## config.mk

```make
export PLATFORM = sky130hd
export DESIGN_NAME = stopwatch_lap_ctrl_flat
export DESIGN_NICKNAME = d
export VERILOG_FILES = /design/src/rtl/stopwatch_pkg.sv /design/src/rtl/stopwatch_lap_ctrl_if.sv /design/src/rtl/stopwatch_lap_ctrl_lap_buffer.sv /design/src/rtl/stopwatch_lap_ctrl.sv /design/src/flat_wrapper.sv
export SDC_FILE = /design/constraint.sdc
export NUM_CORES = 1
export LEC_CHECK = 0
export ABC_AREA = 1
export CELL_PAD_IN_SITES_DETAIL_PLACEMENT = 2
export CELL_PAD_IN_SITES_GLOBAL_PLACEMENT = 2
export CORE_MARGIN = 10
export CORE_UTILIZATION = 36
export CTS_CLUSTER_DIAMETER = 150
export DETAILED_ROUTE_END_ITERATION = 7
export PLACE_DENSITY = 0.86
export SYNTH_ARGS = -nofsm -noshare
export SYNTH_HDL_FRONTEND = slang
export SYNTH_SLANG_ARGS = --single-unit
```

## constraint.sdc

```tcl
create_clock -name clk -period 2.49 [get_ports clk]
set_input_delay 0.249 -clock clk [delete_from_list [all_inputs] [get_ports clk]]
set_output_delay 0.249 -clock clk [all_outputs]
set_load 0.02 [all_outputs]
```

## src/rtl/stopwatch_pkg.sv

```systemverilog
// Shared types and field widths for the stopwatch controller.
package stopwatch_pkg;

    localparam int unsigned BIT_100HZ = 100;
    localparam int unsigned SECOND_60 = 60;
    localparam int unsigned HOUR      = 24;

    localparam int unsigned WM = $clog2(BIT_100HZ);
    localparam int unsigned WS = $clog2(SECOND_60);
    localparam int unsigned WH = $clog2(HOUR);

    typedef enum logic [1:0] {
        StStop,
        StRun,
        StClear
    } sw_state_e;

    typedef struct packed {
        logic [WH-1:0] hour;
        logic [WS-1:0] min;
        logic [WS-1:0] sec;
        logic [WM-1:0] msec;
    } sw_time_t;

endpackage

```

## src/rtl/stopwatch_lap_ctrl_if.sv

```systemverilog
// Button, live-time and display signals between the stopwatch controller and its neighbours.
interface stopwatch_lap_ctrl_if #(
    parameter int unsigned LAP_DEPTH = 4
) ();
    import stopwatch_pkg::*;

    localparam int unsigned CW = $clog2(LAP_DEPTH + 1);
    localparam int unsigned IW = $clog2(LAP_DEPTH);

    logic          sw_mode;
    logic          btn_run;
    logic          btn_clear;
    logic          btn_lap;
    logic [WM-1:0] i_msec;
    logic [WS-1:0] i_sec;
    logic [WS-1:0] i_min;
    logic [WH-1:0] i_hour;
    logic          o_run;
    logic          o_clear;
    logic [WM-1:0] disp_msec;
    logic [WS-1:0] disp_sec;
    logic [WS-1:0] disp_min;
    logic [WH-1:0] disp_hour;
    logic          lap_freeze;
    logic [CW-1:0] lap_count;
    logic [IW-1:0] recall_idx;
    logic          recall_active;

    modport master (
        output sw_mode, btn_run, btn_clear, btn_lap, i_msec, i_sec, i_min, i_hour,
        input  o_run, o_clear, disp_msec, disp_sec, disp_min, disp_hour,
        input  lap_freeze, lap_count, recall_idx, recall_active
    );

    modport slave (
        input  sw_mode, btn_run, btn_clear, btn_lap, i_msec, i_sec, i_min, i_hour,
        output o_run, o_clear, disp_msec, disp_sec, disp_min, disp_hour,
        output lap_freeze, lap_count, recall_idx, recall_active
    );

endinterface

```

## src/rtl/stopwatch_lap_ctrl_lap_buffer.sv

```systemverilog
// Circular lap register file; the oldest entry is overwritten once full, count saturates.
module stopwatch_lap_ctrl_lap_buffer
    import stopwatch_pkg::*;
#(
    parameter int unsigned LAP_DEPTH = 4
) (
    input  logic                           clk,
    input  logic                           reset,
    input  logic                           wr_en,
    input  logic                           clr,
    input  sw_time_t                       wr_data,
    input  logic [$clog2(LAP_DEPTH)-1:0]   rd_idx,
    output sw_time_t                       rd_data,
    output logic [$clog2(LAP_DEPTH+1)-1:0] count,
    output logic [$clog2(LAP_DEPTH)-1:0]   newest_idx
);

    localparam int unsigned CW = $clog2(LAP_DEPTH + 1);
    localparam int unsigned IW = $clog2(LAP_DEPTH);

    sw_time_t      mem_q [LAP_DEPTH];
    logic [IW-1:0] wptr_q;
    logic [CW-1:0] count_q;

    always_ff @(posedge clk) begin
        if (wr_en) begin
            mem_q[wptr_q] <= wr_data;
        end
    end

    always_ff @(posedge clk) begin
        if (reset || clr) begin
            wptr_q  <= '0;
            count_q <= '0;
        end else if (wr_en) begin
            wptr_q <= wptr_q + IW'(1);
            if (count_q != CW'(LAP_DEPTH)) begin
                count_q <= count_q + CW'(1);
            end
        end
    end

    assign rd_data    = mem_q[rd_idx];
    assign count      = count_q;
    assign newest_idx = wptr_q - IW'(1);

endmodule

```

## src/rtl/stopwatch_lap_ctrl.sv

```systemverilog
// Run/stop/clear sequencing FSM with lap freeze, lap buffer and recall for the stopwatch.
module stopwatch_lap_ctrl
    import stopwatch_pkg::*;
#(
    parameter int unsigned LAP_DEPTH = 4
) (
    input logic                 clk,
    input logic                 reset,
    stopwatch_lap_ctrl_if.slave bus
);

    localparam int unsigned CW = $clog2(LAP_DEPTH + 1);
    localparam int unsigned IW = $clog2(LAP_DEPTH);

    sw_state_e     state_q, state_d;
    logic          act_run, act_clear, act_lap;
    logic          lap_wr, lap_clr;
    logic [CW-1:0] lap_count;
    logic [IW-1:0] newest_idx, oldest_idx;
    sw_time_t      live, rd_data, disp;
    sw_time_t      hold_q, hold_d;
    logic          freeze_q, freeze_d;
    logic          recall_q, recall_d;
    logic [IW-1:0] recall_idx_q, recall_idx_d;

    // Only the highest-priority pulse survives; everything is dropped in watch mode.
    always_comb begin
        act_run   = !bus.sw_mode && bus.btn_run;
        act_clear = !bus.sw_mode && !bus.btn_run && bus.btn_clear;
        act_lap   = !bus.sw_mode && !bus.btn_run && !bus.btn_clear && bus.btn_lap;
    end

    always_ff @(posedge clk) begin
        if (reset) begin
            state_q <= StStop;
        end else begin
            state_q <= state_d;
        end
    end

    always_comb begin
        state_d = state_q;
        if (!bus.sw_mode) begin
            unique case (state_q)
                StStop:  if (act_run) state_d = StRun; else if (act_clear) state_d = StClear;
                StRun:   if (act_run) state_d = StStop;
                StClear: state_d = StStop;
                default: state_d = StStop;
            endcase
        end
    end

    always_comb begin
        bus.o_run   = (state_q == StRun) && !bus.sw_mode;
        bus.o_clear = (state_q == StClear) && !bus.sw_mode;
    end

    assign live    = {bus.i_hour, bus.i_min, bus.i_sec, bus.i_msec};
    assign lap_wr  = (state_q == StRun) && act_lap && !freeze_q;
    assign lap_clr = (state_q == StStop) && act_clear;
    assign oldest_idx = newest_idx - IW'(lap_count - CW'(1));

    stopwatch_lap_ctrl_lap_buffer #(
        .LAP_DEPTH(LAP_DEPTH)
    ) u_lap_buffer (
        .clk        (clk),
        .reset      (reset),
        .wr_en      (lap_wr),
        .clr        (lap_clr),
        .wr_data    (live),
        .rd_idx     (recall_idx_q),
        .rd_data    (rd_data),
        .count      (lap_count),
        .newest_idx (newest_idx)
    );

    always_comb begin
        hold_d       = hold_q;
        freeze_d     = freeze_q;
        recall_d     = recall_q;
        recall_idx_d = recall_idx_q;
        if (lap_clr) begin
            freeze_d = 1'b0;
            recall_d = 1'b0;
        end
        if (state_q == StRun) begin
            if (act_run) begin
                freeze_d = 1'b0;
            end else if (act_lap) begin
                freeze_d = !freeze_q;
                if (!freeze_q) hold_d = live;
            end
        end
        if (state_q == StStop) begin
            if (act_run) begin
                recall_d = 1'b0;
            end else if (act_lap && lap_count != '0) begin
                // Walk newest -> oldest, then drop back to the live display.
                if (!recall_q) begin
                    recall_d     = 1'b1;
                    recall_idx_d = newest_idx;
                end else if (recall_idx_q == oldest_idx) begin
                    recall_d = 1'b0;
                end else begin
                    recall_idx_d = recall_idx_q - IW'(1);
                end
            end
        end
    end

    always_ff @(posedge clk) begin
        if (reset) begin
            hold_q       <= '0;
            freeze_q     <= 1'b0;
            recall_q     <= 1'b0;
            recall_idx_q <= '0;
        end else begin
            hold_q       <= hold_d;
            freeze_q     <= freeze_d;
            recall_q     <= recall_d;
            recall_idx_q <= recall_idx_d;
        end
    end

    always_comb begin
        if (recall_q) begin
            disp = rd_data;
        end else if (freeze_q) begin
            disp = hold_q;
        end else begin
            disp = live;
        end
    end

    assign bus.disp_hour     = disp.hour;
    assign bus.disp_min      = disp.min;
    assign bus.disp_sec      = disp.sec;
    assign bus.disp_msec     = disp.msec;
    assign bus.lap_freeze    = freeze_q;
    assign bus.lap_count     = lap_count;
    assign bus.recall_idx    = recall_idx_q;
    assign bus.recall_active = recall_q;

endmodule

```

## src/flat_wrapper.sv

```systemverilog
// flat-port wrapper written by rule: the top's interface ports become plain ports
module stopwatch_lap_ctrl_flat import stopwatch_pkg::*;
#(
    parameter int unsigned LAP_DEPTH = 4
)
  (clk, reset, bus_sw_mode, bus_btn_run, bus_btn_clear, bus_btn_lap, bus_i_msec, bus_i_sec, bus_i_min, bus_i_hour, bus_o_run, bus_o_clear, bus_disp_msec, bus_disp_sec, bus_disp_min, bus_disp_hour, bus_lap_freeze, bus_lap_count, bus_recall_idx, bus_recall_active);
  stopwatch_lap_ctrl_if #(.LAP_DEPTH(LAP_DEPTH)) bus_i ();
  input logic clk;
  input logic reset;
  input wire logic [$bits(bus_i.sw_mode)-1:0] bus_sw_mode;
  input wire logic [$bits(bus_i.btn_run)-1:0] bus_btn_run;
  input wire logic [$bits(bus_i.btn_clear)-1:0] bus_btn_clear;
  input wire logic [$bits(bus_i.btn_lap)-1:0] bus_btn_lap;
  input wire logic [$bits(bus_i.i_msec)-1:0] bus_i_msec;
  input wire logic [$bits(bus_i.i_sec)-1:0] bus_i_sec;
  input wire logic [$bits(bus_i.i_min)-1:0] bus_i_min;
  input wire logic [$bits(bus_i.i_hour)-1:0] bus_i_hour;
  output wire logic [$bits(bus_i.o_run)-1:0] bus_o_run;
  output wire logic [$bits(bus_i.o_clear)-1:0] bus_o_clear;
  output wire logic [$bits(bus_i.disp_msec)-1:0] bus_disp_msec;
  output wire logic [$bits(bus_i.disp_sec)-1:0] bus_disp_sec;
  output wire logic [$bits(bus_i.disp_min)-1:0] bus_disp_min;
  output wire logic [$bits(bus_i.disp_hour)-1:0] bus_disp_hour;
  output wire logic [$bits(bus_i.lap_freeze)-1:0] bus_lap_freeze;
  output wire logic [$bits(bus_i.lap_count)-1:0] bus_lap_count;
  output wire logic [$bits(bus_i.recall_idx)-1:0] bus_recall_idx;
  output wire logic [$bits(bus_i.recall_active)-1:0] bus_recall_active;
  assign bus_i.sw_mode = bus_sw_mode;
  assign bus_i.btn_run = bus_btn_run;
  assign bus_i.btn_clear = bus_btn_clear;
  assign bus_i.btn_lap = bus_btn_lap;
  assign bus_i.i_msec = bus_i_msec;
  assign bus_i.i_sec = bus_i_sec;
  assign bus_i.i_min = bus_i_min;
  assign bus_i.i_hour = bus_i_hour;
  assign bus_o_run = bus_i.o_run;
  assign bus_o_clear = bus_i.o_clear;
  assign bus_disp_msec = bus_i.disp_msec;
  assign bus_disp_sec = bus_i.disp_sec;
  assign bus_disp_min = bus_i.disp_min;
  assign bus_disp_hour = bus_i.disp_hour;
  assign bus_lap_freeze = bus_i.lap_freeze;
  assign bus_lap_count = bus_i.lap_count;
  assign bus_recall_idx = bus_i.recall_idx;
  assign bus_recall_active = bus_i.recall_active;
  stopwatch_lap_ctrl #(.LAP_DEPTH(LAP_DEPTH)) u_core (.clk(clk), .reset(reset), .bus(bus_i));
endmodule
```

==> reports/metrics.json, run 1 <==
{
  "outcome": {"value": "finished, final reports clean"},
  "worst_clock_skew": {"value": 6.489, "unit": "ps"},
  "synth.net_count": {"value": 605},
  "setup_slack": {"value": 130.4, "unit": "ps"},
  "global_route_wire_length_before_repair": {"value": 31430, "unit": "um"},
  "core_region_area": {"value": 15940, "unit": "um^2"},
  "worstPathArrival": {"value": 2110, "unit": "ps"},
  "vdd.ir_drop.worst": {"value": 0.5430, "unit": "mV"},
  "syn-cell-area": {"value": 5867, "unit": "um^2"},
  "slew_headroom": {"value": 66.62, "unit": "%"},
  "dieArea": {"value": 21800, "unit": "um^2"},
  "drt_pre_antenna_iters": {"value": 5},
  "core.rowCount": {"value": 46},
  "post_synth_most_frequent_cells": {"value": "sky130_fd_sc_hd__nand2_1 (134), sky130_fd_sc_hd__edfxtp_1 (96), sky130_fd_sc_hd__o21ai_0 (74)"},
  "path_class": {"value": "flip-flop to primary output"},
  "worstPathRequired": {"value": 2240, "unit": "ps"},
  "pre_cts_slack": {"value": 132.7, "unit": "ps"},
  "max-cap-violations": {"value": 0},
  "filler_cell_count": {"value": 1650},
  "postCtsHoldBufs": {"value": 0},
  "critical_path.max_fanout": {"value": 34},
  "synth-warning-count": {"value": 0},
  "die_y": {"value": 147.7, "unit": "um"},
  "cts.sink_count": {"value": 133},
  "setup_crit_end_kind": {"value": "primary output"},
  "synth_cell_types": {"value": 31},
  "share_of_cells_above_drive_strength_1": {"value": 13.06, "unit": "%"},
  "cts_max_level": {"value": 4},
  "postLayoutCoreUtil": {"value": 46.88, "unit": "%"},
  "postSynthAreaPerCell": {"value": 10.33, "unit": "um^2"},
  "clock_insertion_delay_worst_skew": {"value": 420, "unit": "ps"},
  "maxSlewViolCount": {"value": 0},
  "globalRouteOverflowTotal": {"value": 0},
  "finalNetCount": {"value": 675},
  "ios": {"value": 63},
  "die-width": {"value": 147.7, "unit": "um"},
  "grt_antenna_before_repair": {"value": 2},
  "vias_in_the_first_global_route": {"value": 5293},
  "post_drt_wl_per_cell": {"value": 23.00, "unit": "um"},
  "synth-main-ff-cell": {"value": "sky130_fd_sc_hd__edfxtp_1"},
  "gr-usage-all-layers": {"value": 18.85, "unit": "%"},
  "detail_route.wirelength": {"value": 19970, "unit": "um"},
  "async_flop_share": {"value": 0, "unit": "%"},
  "clk_transition_reported_paths": {"value": 60, "unit": "ps"},
  "p_per_area": {"value": 726.8, "unit": "nW/um^2"},
  "timing.critical_path.buf_inv": {"value": 2},
  "slowest_cell_on_crit_path": {"value": "sky130_fd_sc_hd__dlygate4sd2_1"},
  "top_count_cell_post_synth": {"value": "sky130_fd_sc_hd__nand2_1"},
  "startpoint_types": {"value": "flip-flop"},
  "critical-path-top-cell-by-count": {"value": "sky130_fd_sc_hd__o21ai_0"},
  "worst_margin_pin_slew": {"value": 500.7, "unit": "ps"},
  "cts_root_buffer": {"value": "sky130_fd_sc_hd__clkbuf_16"},
  "final-setup-viol-count": {"value": 0},
  "rsz0062_at_grt": {"value": "no"},
  "portBuffers": {"value": 62},
  "cts_tree": {"value": "done"},
  "post_drt_via_cell_ratio": {"value": 5.347},
  "count_of_flip_flops_with_a_built_in_enable_after_synthesis": {"value": 96},
  "syn-instance-count": {"value": 568},
  "portion_of_synthesized_cell_area_occupied_by_the_leading_cell_type": {"value": 49.14, "unit": "%"},
  "route.detailed.drc": {"value": 0},
  "min-delay-path-class": {"value": "input port to flip-flop"},
  "critical_path.cell_chain": {"value": "buf_12 -> o21ai_0 -> o22ai_1 -> nand2_1 -> o21ai_0 -> dlygate4sd2_1"},
  "max-clock-path-buffers": {"value": 2},
  "hold_violations": {"value": 0},
  "postRouteAntennaNets": {"value": 0},
  "p_leak": {"value": 2.579, "unit": "nW"},
  "place.gp.congestion": {"value": 0.7809},
  "total_number_of_vias": {"value": 4641},
  "cp_delay_by_family_top": {"value": "buffers and inverters"},
  "numCtsBuffers": {"value": 17},
  "final_setup_tns": {"value": 0, "unit": "ps"},
  "hold_slack": {"value": 455.0, "unit": "ps"},
  "synth_seq_area_share": {"value": 61.76, "unit": "%"},
  "synth-seq-cells": {"value": 133},
  "netlist.top_cell.by_area": {"value": "sky130_fd_sc_hd__edfxtp_1"},
  "grt_max_degree": {"value": 37},
  "min_cycle_time_layout": {"value": 2360, "unit": "ps"},
  "dp_hpwl": {"value": 12480, "unit": "um"},
  "synthToLayoutAreaGrowth": {"value": 27.38, "unit": "%"},
  "detailed_router_s_first_iteration_violation_count": {"value": 286},
  "initial_utilization": {"value": 36.80, "unit": "%"},
  "period_share": {"value": 94.76, "unit": "%"},
  "clock.fmax": {"value": 423.8, "unit": "MHz"},
  "cpPeakStageDelay": {"value": 410, "unit": "ps"},
  "top_area_cells_in_the_synthesized_netlist": {"value": "sky130_fd_sc_hd__edfxtp_1 (49%), sky130_fd_sc_hd__dfxtp_1 (13%), sky130_fd_sc_hd__nand2_1 (8.6%)"}
}
==> area by class of cell <==
| cell class | instances | area (um^2) | share of cell area [%] |
|---|---|---|---|
| Antenna cell | 1 | 2.502 | 0.03348 |
| Clock buffer | 19 | 442.9 | 5.927 |
| Clock inverter | 13 | 205.2 | 2.746 |
| Inverter | 50 | 195.2 | 2.612 |
| Multi-Input combinational cell | 355 | 1893 | 25.33 |
| Sequential cell | 133 | 3628 | 48.55 |
| Tap cell | 216 | 270.3 | 3.616 |
| Timing Repair Buffer | 81 | 835.8 | 11.18 |
==> logic make-up after synthesis <==
logic type	Yosys count	synth area share, %
simple gates	185	12.52
compound gates	137	13.69
flops	133	61.76
buf+inv	80	6.142
mux	24	4.095
fa+ha+maj	7	1.493
xor+xnor	2	0.2986
==> placed cells by master (no fill, tap or decap), drive strengths merged, types with 2 or more instances in the layout <==
| master | n |
|---|---|
| clkinv | 5 |
| a21oi | 33 |
| clkdlybuf4s50 | 38 |
| ha | 7 |
| bufinv | 5 |
| dlymetal6s2s | 4 |
| edfxtp | 96 |
| mux2i | 24 |
| inv | 48 |
| nor2 | 42 |
| dlygate4sd2 | 20 |
| dfxtp | 37 |
| clkbuf | 19 |
| a211oi | 2 |
| o22ai | 24 |
| buf | 19 |
| o21ai | 75 |
| clkinvlp | 5 |
| nand2 | 136 |
| nand3 | 7 |
==> sequential cells by signal, summed over array words and instances (netlist names), named ones only <==
| register | cells |
|---|---|
| u_core.u_lap_buffer.count | 3 |
| u_core.state_q | 2 |
| u_core.hold_q | 24 |
| u_core.u_lap_buffer.wptr_q | 2 |
| u_core.bus.recall_active | 1 |
| u_core.u_lap_buffer.mem_q | 96 |
| u_core.bus.recall_idx | 2 |
| u_core.bus.lap_freeze | 1 |
==> layer usage <==
layer  track usage, %  wire length [um]  vias up
met5                0                13        -
met3            4.915               755       35
met4            7.582               442        2
li1                 -                 -     2096
met1            20.55              8082     2399
met2            34.02             10670      109
==> power by group <==
| part | internal, mW | switching (mW) |
|---|---|---|
| Sequential | 2.38 | 0.00588 |
| Clock | 1.80 | 0.977 |
| Combinational | 0.101 | 0.169 |
| Total | 4.28 | 1.15 |
==> stage by stage <==
step / power (mW) / cells / cell area [um^2]
floorplan: 2.554 / 568 / 5867
global route: 5.582 / 867 / 7471
CTS: 5.469 / 867 / 7461
finish: 5.432 / 868 / 7473
global placement: 2.697 / 834 / 6813
detailed placement: 2.716 / 834 / 6813
==> timing repair <==
item / 4_1_cts / 5_1_grt
gates resized for setup: 25 / 4
setup endpoints to repair: 24 / 4
buffers inserted: 1 / 0
==> worst paths after layout <==
kind,from,endpoint,slack [ps],depth (start not counted)
max,flip-flop,bus_disp_msec[5],130,6
min,reset,u_core.state_q[1],450,2
max reg2reg,u_core.u_lap_buffer.wptr_q[0],flip-flop,430,12
min reg2reg,u_core.hold_q[6],u_core.hold_q[6],450,2
Power figures use the tool's default switching activity.
==> run 2: changes to the inputs <==
==> constraint.sdc (replaced) <==
create_clock -name clk -period 2.25 [get_ports clk]
set_input_delay 0.225 -clock clk [delete_from_list [all_inputs] [get_ports clk]]
set_output_delay 0.225 -clock clk [all_outputs]
set_load 0.02 [all_outputs]
==> reports/metrics.json, run 2 (same netlist as run 1, synthesis figures left out) <==
{
  "vdd.ir_drop.worst": {"value": 0.5946, "unit": "mV", "change": "+9.5%"},
  "drt_pre_antenna_iters": {"value": 4, "change": "-1"},
  "core_region_area": {"value": 15940, "unit": "um^2", "change": "unchanged"},
  "worst_r2r_startpoint": {"value": "u_core.u_lap_buffer.wptr_q[0]"},
  "grt_antenna_before_repair": {"value": 0, "change": "-2"},
  "gr-usage-all-layers": {"value": 19.58, "unit": "%", "change": "+0.73 points"},
  "clock_insertion_delay_worst_skew": {"value": 430, "unit": "ps", "change": "about the same"},
  "layout.cells.most_common_list": {"value": "sky130_fd_sc_hd__nand2_1 (134), sky130_fd_sc_hd__edfxtp_1 (96), sky130_fd_sc_hd__o21ai_0 (74)"},
  "p_leak": {"value": 2.545, "unit": "nW", "change": "-1.3%"},
  "max-cap-violations": {"value": 0, "change": "unchanged"},
  "share_comb_of_total_power": {"value": 5.2, "unit": "%", "change": "+0.2 points"},
  "min-delay-path-class": {"value": "input port to flip-flop"},
  "die-width": {"value": 147.7, "unit": "um", "change": "unchanged"},
  "max-clock-path-buffers": {"value": 2, "change": "unchanged"},
  "antennaDiodeCount": {"value": 0, "change": "-1"},
  "die_y": {"value": 147.7, "unit": "um", "change": "unchanged"},
  "synthToLayoutAreaGrowth": {"value": 25.98, "unit": "%"},
  "startpoint_types": {"value": "flip-flop"},
  "min_cycle_time_layout": {"value": 2189, "unit": "ps"},
  "setup.worst_path.end": {"value": "bus_disp_sec[2]"},
  "p_switching": {"value": 1.316, "unit": "mW", "change": "+14%"},
  "worstPathRequired": {"value": 2030, "unit": "ps", "change": "-210 ps"},
  "final_common_cell": {"value": "sky130_fd_sc_hd__nand2_1"},
  "initial_utilization": {"value": 36.80, "unit": "%", "change": "unchanged"},
  "detailed_place.area": {"value": 6833, "unit": "um^2", "change": "+0.29%"},
  "power.clock.fraction": {"value": 48.2, "unit": "%", "change": "-2.9 points"},
  "globalRouteOverflowTotal": {"value": 0, "change": "unchanged"},
  "post_drt_via_cell_ratio": {"value": 5.332, "change": "-0.27%"},
  "cts_tree": {"value": "done"},
  "outcome": {"value": "finished, final reports clean"},
  "final_design_area_no_fill": {"value": 7391, "unit": "um^2", "change": "-1.1%"},
  "detailed_router_s_first_iteration_violation_count": {"value": 366, "change": "+28%"},
  "max_ffs_per_register": {"value": 96, "change": "unchanged"},
  "hold_slack": {"value": 403.5, "unit": "ps", "change": "-51.52 ps"},
  "footprint_of_the_multi_input_gates": {"value": 1893, "unit": "um^2", "change": "unchanged"},
  "detail_route.wirelength": {"value": 20890, "unit": "um", "change": "+4.6%"},
  "clock.fmax": {"value": 456.9, "unit": "MHz"},
  "finalNetCount": {"value": 681, "change": "+0.89%"},
  "core.rowCount": {"value": 46, "change": "unchanged"},
  "cts.sink_count": {"value": 133, "change": "unchanged"},
  "postCtsSetupRepairBufs": {"value": 0, "change": "-1"},
  "worstPathArrival": {"value": 1960, "unit": "ps", "change": "-150 ps"},
  "critical_path.max_fanout": {"value": 15, "change": "-56%"},
  "final-setup-viol-count": {"value": 0, "change": "unchanged"},
  "pre_cts_slack": {"value": 114.9, "unit": "ps", "change": "-17.81 ps"},
  "dieArea": {"value": 21800, "unit": "um^2", "change": "unchanged"},
  "vias_in_the_first_global_route": {"value": 5307, "change": "+0.26%"},
  "slew_headroom": {"value": 66.51, "unit": "%", "change": "-0.11 points"},
  "setup_crit_end_kind": {"value": "primary output"},
  "ios": {"value": 63, "change": "unchanged"},
  "rsz0062_at_grt": {"value": "yes"},
  "maxSlewViolCount": {"value": 0, "change": "unchanged"},
  "postCtsHoldBufs": {"value": 0, "change": "unchanged"},
  "cts_max_level": {"value": 4, "change": "unchanged"},
  "clk_transition_reported_paths": {"value": 60, "unit": "ps", "change": "about the same"},
  "hold_violations": {"value": 0, "change": "unchanged"},
  "max_flop_register": {"value": "u_core.u_lap_buffer.mem_q"},
  "dp_hpwl": {"value": 12710, "unit": "um", "change": "+1.8%"},
  "grt_max_degree": {"value": 35, "change": "-5.4%"},
  "sequential_cell_area": {"value": 3631, "unit": "um^2", "change": "about the same"},
  "post_drt_wl_per_cell": {"value": 23.93, "unit": "um", "change": "+4.0%"},
  "postRouteAntennaNets": {"value": 0, "change": "unchanged"},
  "worst_margin_pin_slew": {"value": 497.1, "unit": "ps", "change": "-3.623 ps"},
  "share_of_cells_above_drive_strength_1": {"value": 15.68, "unit": "%", "change": "+2.6 points"},
  "internal_power": {"value": 4.362, "unit": "mW", "change": "+1.9%"},
  "filler_cell_count": {"value": 1629, "change": "-1.3%"},
  "total_number_of_vias": {"value": 4655, "change": "+0.30%"},
  "p_sw_share": {"value": 23.18, "unit": "%", "change": "+2.0 points"},
  "path_class": {"value": "flip-flop to primary output"},
  "cts_root_buffer": {"value": "sky130_fd_sc_hd__clkbuf_16"},
  "setup_slack": {"value": 61.21, "unit": "ps", "change": "-69.22 ps"},
  "period_share": {"value": 97.28, "unit": "%"},
  "ff2ff_path_depth": {"value": 12, "change": "unchanged"},
  "power_share_of_the_sequential_group": {"value": 46.5, "unit": "%", "change": "+2.6 points"},
  "p_per_area": {"value": 768.3, "unit": "nW/um^2", "change": "+5.7%"},
  "portBuffers": {"value": 62, "change": "unchanged"},
  "numCtsBuffers": {"value": 17, "change": "unchanged"},
  "global_route_wire_length_before_repair": {"value": 32400, "unit": "um", "change": "+3.1%"},
  "setup.reg_to_reg.worst_slack": {"value": 250, "unit": "ps", "change": "-180 ps"},
  "place.gp.congestion": {"value": 0.7979, "change": "+2.2%"},
  "worst_clock_skew": {"value": 6.980, "unit": "ps", "change": "+0.4907 ps"},
  "route.detailed.drc": {"value": 0, "change": "unchanged"}
}
run 2: cell count changes in the layout (fill, tap and decap cells not counted), sizes merged:
cell / before / now
dlygate4sd2: 20 / 11
inv: 48 / 49
clkinvlp: 5 / 4
clkinv: 5 / 9
clkdlybuf4s15: 0 / 5
diode: 1 / 0
buf: 19 / 25
dlymetal6s2s: 4 / 0
clkbuf: 19 / 26
bufinv: 5 / 2
run 2: through the flow:
stage / setup TNS, ps / util (%) / std cells / power [mW]
2_1_floorplan: -2479 / - / 568 / 2.826
3_3_place_gp: 0 / 42.86 / 840 / 2.986
3_5_place_dp: 0 / 42.86 / 840 / 3.006
4_1_cts: -8.770 / 46.51 / 873 / 5.721
5_1_grt: -100.6 / 46.36 / 873 / 5.849
6_report: 0 / 46.36 / 873 / 5.678
run 2: worst min path at each step:
stage	from	endpoint	slack, ps	cells past startpoint
3_5_place_dp	u_core.hold_q[12]	u_core.hold_q[12]	450	2
3_3_place_gp	u_core.hold_q[20]	u_core.hold_q[20]	430	2
4_1_cts	reset	u_core.bus.recall_active	390	2
2_1_floorplan	reset	u_core.bus.recall_active	290	1
5_1_grt	reset	u_core.bus.recall_active	430	2
6_report	reset	u_core.bus.recall_active	400	2
run 2: power groups by stage:
stage	clock network (mW)	registers [mW]	logic, mW
detailed placement	0	2.69	0.312
global placement	0	2.69	0.295
finish	2.74	2.64	0.298
floorplan	0	2.69	0.134
global route	2.88	2.64	0.327
CTS	2.78	2.64	0.304
run 2: metal layers:
| layer | track usage (%) | wire [um] | vias up |
|---|---|---|---|
| li1 | - | - | 2098 |
| met4 | 7.037 | 420 | 0 |
| met5 | 0 | 0 | - |
| met3 | 5.983 | 1384 | 35 |
| met2 | 33.72 | 10720 | 147 |
| met1 | 22.47 | 8366 | 2375 |
run 2: repair_timing:
| item | 4_1_cts | 5_1_grt |
|---|---|---|
| setup endpoints to repair | 24 | 17 |
| resized for setup | 39 | 25 |
| cloned | 1 | 0 |
run 2: final cells by class:
class | instances | area share, %
flip-flops and latches | 133 | 49.13
clock buffers | 18 | 5.807
inverters | 50 | 2.590
well taps | 216 | 3.657
multi-input cells | 355 | 25.61
clock inverters | 14 | 1.862
repair buffers | 87 | 11.34
run 2: worst max-delay path, stage by stage (launching register included):
cell	delay, ps
sky130_fd_sc_hd__dfxtp_2	400
sky130_fd_sc_hd__buf_6	230
sky130_fd_sc_hd__mux2i_1	280
sky130_fd_sc_hd__o22ai_1	130
sky130_fd_sc_hd__nand2_1	90
sky130_fd_sc_hd__o21ai_0	130
sky130_fd_sc_hd__clkdlybuf4s15_2	290
==> run 3: changes to the inputs <==
--- a/config.mk
+++ b/config.mk
@@ -13,6 +13,7 @@
 export CTS_CLUSTER_DIAMETER = 150
 export DETAILED_ROUTE_END_ITERATION = 7
 export PLACE_DENSITY = 0.86
+export SLEW_MARGIN = 20
 export SYNTH_ARGS = -nofsm -noshare
 export SYNTH_HDL_FRONTEND = slang
 export SYNTH_SLANG_ARGS = --single-unit
==> results of run 3 <==
Final layout, timing and power as in run 2 (identical DEF).
